$ cat src/rtl/rx_hs4_receiver_pkg.sv
// ---------------------------------------------------------------------------
// rx_hs4_receiver_pkg
// Shared definitions for the receive end of the 4-phase bundled-data link:
// default data width and buffer depth, handshake FSM state encodings, and
// the request synchroniser depth.
// Configuration macro: RX_SYNC3_EN selects a 3-stage req synchroniser
// (adds one clk to both ack edges). Default build uses 2 stages.
// ---------------------------------------------------------------------------
package rx_hs4_receiver_pkg;

  localparam int DATA_MSB_DEF  = 7;
  localparam int BUF_DEPTH_DEF = 2;

  typedef enum logic {
    ST_IDLE = 1'b0,
    ST_HOLD = 1'b1
  } state_t;

`ifdef RX_SYNC3_EN
  localparam int SYNC_STAGES = 3;
`else
  localparam int SYNC_STAGES = 2;
`endif

endpackage

$ cat src/rtl/rx_hs4_receiver_if.sv
// ---------------------------------------------------------------------------
// rx_hs4_receiver_if
// Bundles the link-side handshake (req/data/ack) and the consumer-side
// valid/ready port (vo/rdata/rready) of the receiver.
//   master : transmitter + consumer view (drives req, data, rready)
//   slave  : receiver view (drives ack, vo, rdata)
// ---------------------------------------------------------------------------
interface rx_hs4_receiver_if
  import rx_hs4_receiver_pkg::*;
#(
  parameter int DATA_MSB = DATA_MSB_DEF
) ();

  logic              req;
  logic [DATA_MSB:0] data;
  logic              ack;
  logic              vo;
  logic [DATA_MSB:0] rdata;
  logic              rready;

  modport master (output req, data, rready, input ack, vo, rdata);
  modport slave  (input req, data, rready, output ack, vo, rdata);

endinterface

$ cat src/rtl/rx_hs4_receiver_sync_ff.sv
// ---------------------------------------------------------------------------
// sync_ff
// N-stage single-bit synchroniser with asynchronous active-high reset to 0.
// Ports:
//   clk   in  destination-domain clock
//   reset in  asynchronous reset, active-high
//   d     in  asynchronous input bit
//   q     out synchronised bit (N clk of latency)
// ---------------------------------------------------------------------------
module sync_ff #(
  parameter int N = 2
) (
  input  logic clk,
  input  logic reset,
  input  logic d,
  output logic q
);

  logic [N-1:0] stages;

  // NOTE: non-blocking assignments make every stage sample the previous
  // stage's old value, so the chain really is N flops deep.
  always_ff @(posedge clk or posedge reset) begin
    if (reset) begin
      stages <= '0;
    end else begin
      stages <= {stages[N-2:0], d};
    end
  end

  assign q = stages[N-1];

endmodule

$ cat src/rtl/rx_hs4_receiver.sv
// ---------------------------------------------------------------------------
// rx_hs4_receiver
// Receive end of a 4-phase req/ack bundled-data link. The incoming req is
// synchronised into clk; on a synchronised request with buffer room the
// data word is pushed into a small FIFO and ack is raised. ack drops once
// the synchronised req has dropped. The FIFO head is offered to the local
// consumer on a valid/ready port.
// Ports:
//   clk    in     receive-domain clock
//   reset  in     asynchronous reset, active-high
//   bus    slave  req/data in, ack out; vo/rdata out, rready in
// Parameters:
//   DATA_MSB  MSB index of the data word
//   BUF_DEPTH FIFO depth in words (power of 2, >= 2)
// Configuration macro: RX_SYNC3_EN (3-stage req synchroniser).
// ---------------------------------------------------------------------------
module rx_hs4_receiver
  import rx_hs4_receiver_pkg::*;
#(
  parameter int DATA_MSB  = DATA_MSB_DEF,
  parameter int BUF_DEPTH = BUF_DEPTH_DEF
) (
  input logic              clk,
  input logic              reset,
  rx_hs4_receiver_if.slave bus
);

  localparam int             PTR_W    = $clog2(BUF_DEPTH);
  localparam logic [PTR_W:0] FULL_CNT = BUF_DEPTH[PTR_W:0];

  logic              req_s;
  state_t            state, state_nxt;
  logic [DATA_MSB:0] mem [BUF_DEPTH];
  logic [PTR_W-1:0]  wr_ptr, rd_ptr;
  logic [PTR_W:0]    count;
  logic              full, vo, push, pop;

  sync_ff #(.N(SYNC_STAGES)) u_req_sync (
    .clk   (clk),
    .reset (reset),
    .d     (bus.req),
    .q     (req_s)
  );

  // full comes from the registered count only, so a pop on the same edge
  // cannot open room for a push; that push waits one clk.
  assign full = (count == FULL_CNT);
  assign vo   = (count != '0);
  assign pop  = vo && bus.rready;

  // NOTE: every signal written here gets a default first, so no path
  // through the case leaves it unassigned and no latch is inferred.
  always_comb begin
    state_nxt = state;
    push      = 1'b0;
    case (state)
      ST_IDLE: begin
        if (req_s && !full) begin
          push      = 1'b1;
          state_nxt = ST_HOLD;
        end
      end
      ST_HOLD: begin
        if (!req_s) begin
          state_nxt = ST_IDLE;
        end
      end
    endcase
  end

  always_ff @(posedge clk or posedge reset) begin
    if (reset) begin
      state <= ST_IDLE;
    end else begin
      state <= state_nxt;
    end
  end

  // HOLD is encoded as 1, so the state flop is itself the registered ack
  // and reset clears it without waiting for a clk edge.
  assign bus.ack = (state == ST_HOLD);

  always_ff @(posedge clk or posedge reset) begin
    if (reset) begin
      wr_ptr <= '0;
      rd_ptr <= '0;
      count  <= '0;
    end else begin
      if (push) wr_ptr <= wr_ptr + 1'b1;
      if (pop)  rd_ptr <= rd_ptr + 1'b1;
      case ({push, pop})
        2'b10:   count <= count + 1'b1;
        2'b01:   count <= count - 1'b1;
        default: count <= count;
      endcase
    end
  end

  // NOTE: storage has no reset; rdata is forced to 0 while empty, so stale
  // contents are never visible.
  always_ff @(posedge clk) begin
    if (push) mem[wr_ptr] <= bus.data;
  end

  assign bus.vo    = vo;
  assign bus.rdata = vo ? mem[rd_ptr] : '0;

endmodule
$ cat src/flat_wrapper.sv
// flat-port wrapper written by rule: the top's interface ports become plain ports
module rx_hs4_receiver_flat import rx_hs4_receiver_pkg::*;
#(
  parameter int DATA_MSB  = DATA_MSB_DEF,
  parameter int BUF_DEPTH = BUF_DEPTH_DEF
)
  (clk, reset, bus_req, bus_data, bus_rready, bus_ack, bus_vo, bus_rdata);
  rx_hs4_receiver_if #(.DATA_MSB(DATA_MSB)) bus_i ();
  input logic clk;
  input logic reset;
  input wire logic [$bits(bus_i.req)-1:0] bus_req;
  input wire logic [$bits(bus_i.data)-1:0] bus_data;
  input wire logic [$bits(bus_i.rready)-1:0] bus_rready;
  output wire logic [$bits(bus_i.ack)-1:0] bus_ack;
  output wire logic [$bits(bus_i.vo)-1:0] bus_vo;
  output wire logic [$bits(bus_i.rdata)-1:0] bus_rdata;
  assign bus_i.req = bus_req;
  assign bus_i.data = bus_data;
  assign bus_i.rready = bus_rready;
  assign bus_ack = bus_i.ack;
  assign bus_vo = bus_i.vo;
  assign bus_rdata = bus_i.rdata;
  rx_hs4_receiver #(.DATA_MSB(DATA_MSB), .BUF_DEPTH(BUF_DEPTH)) u_core (.clk(clk), .reset(reset), .bus(bus_i));
endmodule
$ cat config.mk
export PLATFORM = sky130hd
export DESIGN_NAME = rx_hs4_receiver_flat
export DESIGN_NICKNAME = d
export VERILOG_FILES = /design/src/rtl/rx_hs4_receiver_pkg.sv /design/src/rtl/rx_hs4_receiver_if.sv /design/src/rtl/rx_hs4_receiver_sync_ff.sv /design/src/rtl/rx_hs4_receiver.sv /design/src/flat_wrapper.sv
export SDC_FILE = /design/constraint.sdc
export NUM_CORES = 1
export LEC_CHECK = 0
export BUFFER_PORTS_ARGS = -buffer_cell sky130_fd_sc_hd__clkbuf_2
export CAP_MARGIN = 0
export CORE_UTILIZATION = 48
export CTS_BUF_LIST = sky130_fd_sc_hd__clkbuf_2 sky130_fd_sc_hd__clkbuf_4 sky130_fd_sc_hd__clkbuf_8
export CTS_CLUSTER_SIZE = 8
export DETAILED_ROUTE_END_ITERATION = 6
export PLACE_DENSITY_LB_ADDON = 0.25
export SLEW_MARGIN = 0
export SYNTH_ARGS = -nofsm -noshare
export SYNTH_HDL_FRONTEND = slang
export SYNTH_SLANG_ARGS = --single-unit
$ cat constraint.sdc
create_clock -name clk -period 1.5 [get_ports clk]
set_input_delay 0.075 -clock clk [delete_from_list [all_inputs] [get_ports clk]]
set_output_delay 0.075 -clock clk [all_outputs]
set_load 0.02 [all_outputs]
### Word level (Yosys, flattened, before mapping)

Memory sizes are Yosys's and may differ from the RTL's.
Index checks and enable logic that the tools add are counted.

| storage, ports and cells | value |
|---|---|
| RAM bits | 16 |
| memories | 1 |
| logic and storage cells | 27 |
| flip-flop bits (word level) | 7 |
| input bits | 12 |

| cells by class | value |
|---|---|
| bitwise operators | 1 |
| multiplexer cells | 8 |
| reduce and logical (&&, ||, !) cells | 5 |
| add/sub/neg operators | 4 |
| eq/ne operators | 3 |

Memories:

| memory | words | bits a word | rd ports | clocked after Yosys merged registers in | write ports | line | text |
|---|---|---|---|---|---|---|---|
| u_core.mem | 2 | 8 | 1 | 0 | 1 | rx_hs4_receiver.sv:33 | `logic [DATA_MSB:0] mem [BUF_DEPTH];` |

Operators by type and width:

| kind | number |
|---|---|
| $mux W8 | 1 |
| $mux W1 | 5 |
| $eq A2 B2 Y1 const B | 2 |
| $pmux W2 S2 | 1 |
| $reduce_bool A2 Y1 | 2 |
| $add A1 B1 Y1 const B | 2 |
| $add A2 B1 Y2 const B | 1 |
| $eq A2 B1 Y1 const B | 1 |
| $logic_and A1 B1 Y1 | 2 |
| $pmux W1 S2 | 1 |
| $sub A2 B1 Y2 const B | 1 |
| $logic_not A1 Y1 | 1 |
| $not A1 Y1 | 1 |

### Depth between registers and ports, before layout

| logic depth | value |
|---|---|
| word-level depth | 7 |
| depth in mapped cells | 6 |
| gate-level depth less buffers | 6 |

### Cells and area by module

From an unflattened synthesis, not the netlist that was laid out.

| second synthesis, totals | value |
|---|---|
| cells, all modules | 58 |
| area total of the unflattened synthesis | 907.1 um^2 |

Modules (own cells, without submodules):

| module | area each (um^2) | cells each | instances | sequential area each (um^2) |
|---|---|---|---|---|
| rx_hs4_receiver | 853.3 | 55 | 1 | 605.6 |
| sync_ff | 53.8 | 3 | 1 | 50.0 |

### Worst setup path before layout

No wires, ideal clock.

| path | value |
|---|---|
| path type | register to register |
| from | reg u_core.state, in the netlist u_core.bus.ack |
| to | mem u_core.mem[1][0] (netlist bit) (enable) |
| library setup time | 0.371 ns |
| arrival | 1.106 ns |
| data required time | 1.129 ns |
| stages on the path, launching flop included | 3 |
| period minus slack after synthesis | 1.477 ns |
| setup slack | 0.023 ns |
| path through | dfrtp_1 > nand3b_2 > nor2_1 |

| on the way | value |
|---|---|
| longest elaborated chain between the ends | 3 |

RTL lines:

| item | line | text |
|---|---|---|
| start: declaration | rx_hs4_receiver.sv:32 | `state_t state, state_nxt;` |
| start signal: assignment | rx_hs4_receiver.sv:75 | `state <= state_nxt;` |
| $mux W1 | rx_hs4_receiver.sv:56 | `case (state)` |
| $mux W1 | rx_hs4_receiver.sv:102 | `if (push) mem[wr_ptr] <= bus.data;` |
| $mux W1 (not written as such) | rx_hs4_receiver.sv:102 |  |
| end: declaration | rx_hs4_receiver.sv:33 |  |

No other way between the ends.

### Worst setup path after layout

| path | value |
|---|---|
| from | reg u_core.count[0] |
| to | out bus_rdata[3] |

| on the way | value |
|---|---|
| longest elaborated chain between the ends | 2 |

RTL lines:

| item | line | text |
|---|---|---|
| start: declaration | rx_hs4_receiver.sv:35 | `logic [PTR_W:0] count;` |
| start signal: assignment | rx_hs4_receiver.sv:92 | `2'b10: count <= count + 1'b1;` |
| start signal: assignment | rx_hs4_receiver.sv:93 | `2'b01: count <= count - 1'b1;` |
| start signal: assignment | rx_hs4_receiver.sv:94 | `default: count <= count;` |
| $reduce_bool A2 Y1 | rx_hs4_receiver.sv:48 | `assign vo = (count != '0);` |
| $mux W8 | rx_hs4_receiver.sv:106 | `assign bus.rdata = vo ? mem[rd_ptr] : '0;` |
| end: declaration | flat_wrapper.sv:16 | `output wire logic [$bits(bus_i.rdata)-1:0] bus_rdata;` |

No other way between the ends.

==> results.py <==
metrics = {
    "outcome": {
        "status": "finished, final reports clean",
    },
    "yosys": {
        "yosysMostFrequentCell": "edfxtp_1",
        "ys_ff_latch": 23,
        "synth_edf_count": 16,
        "synth_top_area_cell": "edfxtp_1",
        "yosysUniqueCellTypes": 14,
        "async_flop_share": 0.3043,
        "ys_warn_count": 0,
        "synthesis.area_um2": 889.6,
        "synth_top_flop_cell": "edfxtp_1",
        "synth_top_cell_area_share": 0.5401,
        "syn_nets": 70,
        "syn_inst": 57,
        "synthTopCellsByArea": "edfxtp_1 54%, dfrtp_1 20%, mux2i_1 9.0%, nor2_1 4.6%, xnor2_1 3.0%",
        "synth_common_cells": "16 x edfxtp_1, 11 x nor2_1, 8 x mux2i_1",
        "yosysSeqAreaShare": 0.7370,
        "synth_area_per_cell_um2": 15.61,
    },
    "sta": {
        "worst_slack_ps": 119.0,
        "setup-tns-final_ps": 0,
        "skew_ps": 1.547,
        "slew_headroom": 0.8160,
        "tightest_slew_ps": 276.0,
        "rsz0062_at_grt": "false",
        "hold_viol": 0,
        "fin_crit_sh": 0.9206,
        "fin_crit_ps": 1381,
        "maxSlewViolCount": 0,
        "holdWs_ps": 125.2,
        "setup_violations": 0,
        "max_freq_mhz": 724.1,
    },
    "global_routing": {
        "grt_pass1_wl_um": 2083,
        "track_usage": 0.1562,
        "grt_use_met3": 0.04800,
        "met1_usage": 0.1676,
        "grt.overflow.total": 0,
        "grt_pass1_vias": 519,
        "antenna_found_initial": 0,
        "use_met2": 0.2696,
        "top_usage_layer": "met2",
        "grt_max_degree": 13,
    },
    "cts": {
        "clockRootBuffer": "clkbuf_4",
        "clkTransAtPathRegs_ps": 110,
        "clk_latency_ps": 290,
        "postCtsSetupRepairBufs": 0,
        "cts_tree": "built",
        "cts.sink_count": 23,
        "cts_max_level": 1,
        "numCtsBuffers": 3,
        "clockBufferDepth": 2,
    },
    "drt": {
        "vias_per_cell": 4.513,
        "ant_nets": 0,
        "drt_wl_total_um": 1313,
        "wl_per_cell_um": 11.03,
        "num_vias": 537,
        "drt-pass1-iter-count": 4,
        "drc": 0,
        "drtIter0Drc": 5,
    },
    "layout": {
        "layout-drive-gt1-share": 0.3830,
        "synthToLayoutAreaGrowth_pct": 34.18,
        "utilization": 0.6913,
        "diodes": 0,
        "multi_input_comb_area_um2": 235.2,
        "stdcell_area_um2": 1194,
        "register_area_um2": 658.1,
        "fin_nets": 108,
        "num-fill-cells": 134,
    },
    "setup_path": {
        "cp_cell_sequence": "nor2_2, buf_4, nor2_1, clkbuf_2",
        "worstRegToRegCells": 5,
        "cp.required_ps": 1420,
        "crit_cells": 4,
        "path_buf_inv": 2,
        "max_stage_delay_ps": 460,
        "cp-start-kind": "flip-flop",
        "path_delay_family": "flip-flops",
        "cp_slowest_cell": "dfrtp_2",
        "rrSetupSlack_ps": 120,
        "end_kind": "output pin",
        "critPathKind": "flip-flop to output pin",
        "cp_max_fo": 9,
        "arrival_ps": 1310,
    },
    "die": {
        "die_w_um": 45.05,
        "start_util": 0.5152,
        "die_area_um2": 2030,
        "pin_count": 22,
        "core_um2": 1727,
        "fp.dieH_um": 45.05,
        "rows": 15,
    },
    "placed_design": {
        "gp_congestion": 0.7012,
        "numPortBuffers": 21,
        "dp_worst_setup_slack_ps": 84.49,
        "placed_cell_area_um2": 1044,
        "dp.final_hpwl_um": 918.8,
    },
    "power": {
        "pwr_density_cell_nw_per_um2": 1762,
        "peakVddDrop_mv": 1.080,
        "leakage_uw": 0.0005231,
    },
    "worst_hold_path": {
        "hp-class": "primary input to flip-flop",
        "min_path_cells": 3,
    },
    "job": {
        "cap_violations": 0,
    },
}
==> through the flow <==
step / total power (uW) / instances
4_1_cts: 2073 / 119
6_report: 2103 / 119
3_5_place_dp: 1768 / 105
3_3_place_gp: 1738 / 105
5_1_grt: 2234 / 119
2_1_floorplan: 1500 / 57
==> state kept, by name, summed over array words and instances (netlist names) <==
| register | flops |
|---|---|
| u_core.rd_ptr | 1 |
| u_core.u_req_sync.stages | 2 |
| u_core.bus.ack | 1 |
| u_core.count | 2 |
| u_core.mem | 16 |
| u_core.wr_ptr | 1 |
==> worst min-delay path: stages <==
cell and delay [ps]:
clkbuf_2 70, nor2b_2 170, xor2_1 80
==> metal layers <==
layer  up-vias  routed length, um
li1        270                  -
met1       249                577
met2        16                671
met3         2                 53
met4         0                 10
met5         -                  0
==> area by class of cell <==
cell class / instances / area share
Tap cell: 25 / 0.02621
Inverter: 3 / 0.009434
Multi-Input combinational cell: 30 / 0.1971
Clock buffer: 4 / 0.02516
Sequential cell: 23 / 0.5514
Timing Repair Buffer: 34 / 0.1908
==> cell usage in the layout, fill, tap and decap left out, types with 2 or more instances in the layout <==
cell type / n
clkbuf_2: 21
edfxtp_1: 16
nor2_1: 11
dlygate4sd3_1: 10
mux2i_1: 8
dfrtp_1: 5
clkbuf_4: 4
inv_1: 3
buf_4: 3
xnor2_1: 2
xor2_1: 2
dfrtp_2: 2
==> power breakdown <==
group          internal (uW)  switching [uW]  total [uW]
clock network            122             165         287
registers                832             142         973
logic                    382             461         843
total                   1340             768        2100
==> cells by family (layout without fill, tap and decap cells) <==
family,count (synthesis),after routing,synth area share
flip-flops,23,23,0.7370
adder cells (fa/ha/maj),1,1,0.01406
AND/OR/NAND/NOR,15,15,0.08299
XOR/XNOR,5,5,0.04924
AO/OA/AOI/OAI,1,1,0.008442
multiplexers,8,8,0.09002
buffers and inverters,4,41,0.01828
==> final timing paths <==
check	startpoint	endpoint
worst max register to register	u_core.count[0]	u_core.count[1]
worst min-delay path	bus_rready	u_core.rd_ptr
min in group asynchronous	reset	u_core.wr_ptr
worst min register to register	u_core.u_req_sync.stages[0]	u_core.u_req_sync.stages[1]
worst max-delay path	u_core.count[0]	bus_rdata[3]
max in group asynchronous	reset	u_core.rd_ptr
==> repair_timing <==
action                     CTS  global route
gates cloned                 0             0
resized for setup            1             4
hold endpoints to repair    24             0
hold buffers                10             0
pin swaps                    0             1
setup endpoints to repair    4             1
(Power assumes the default switching activity.)
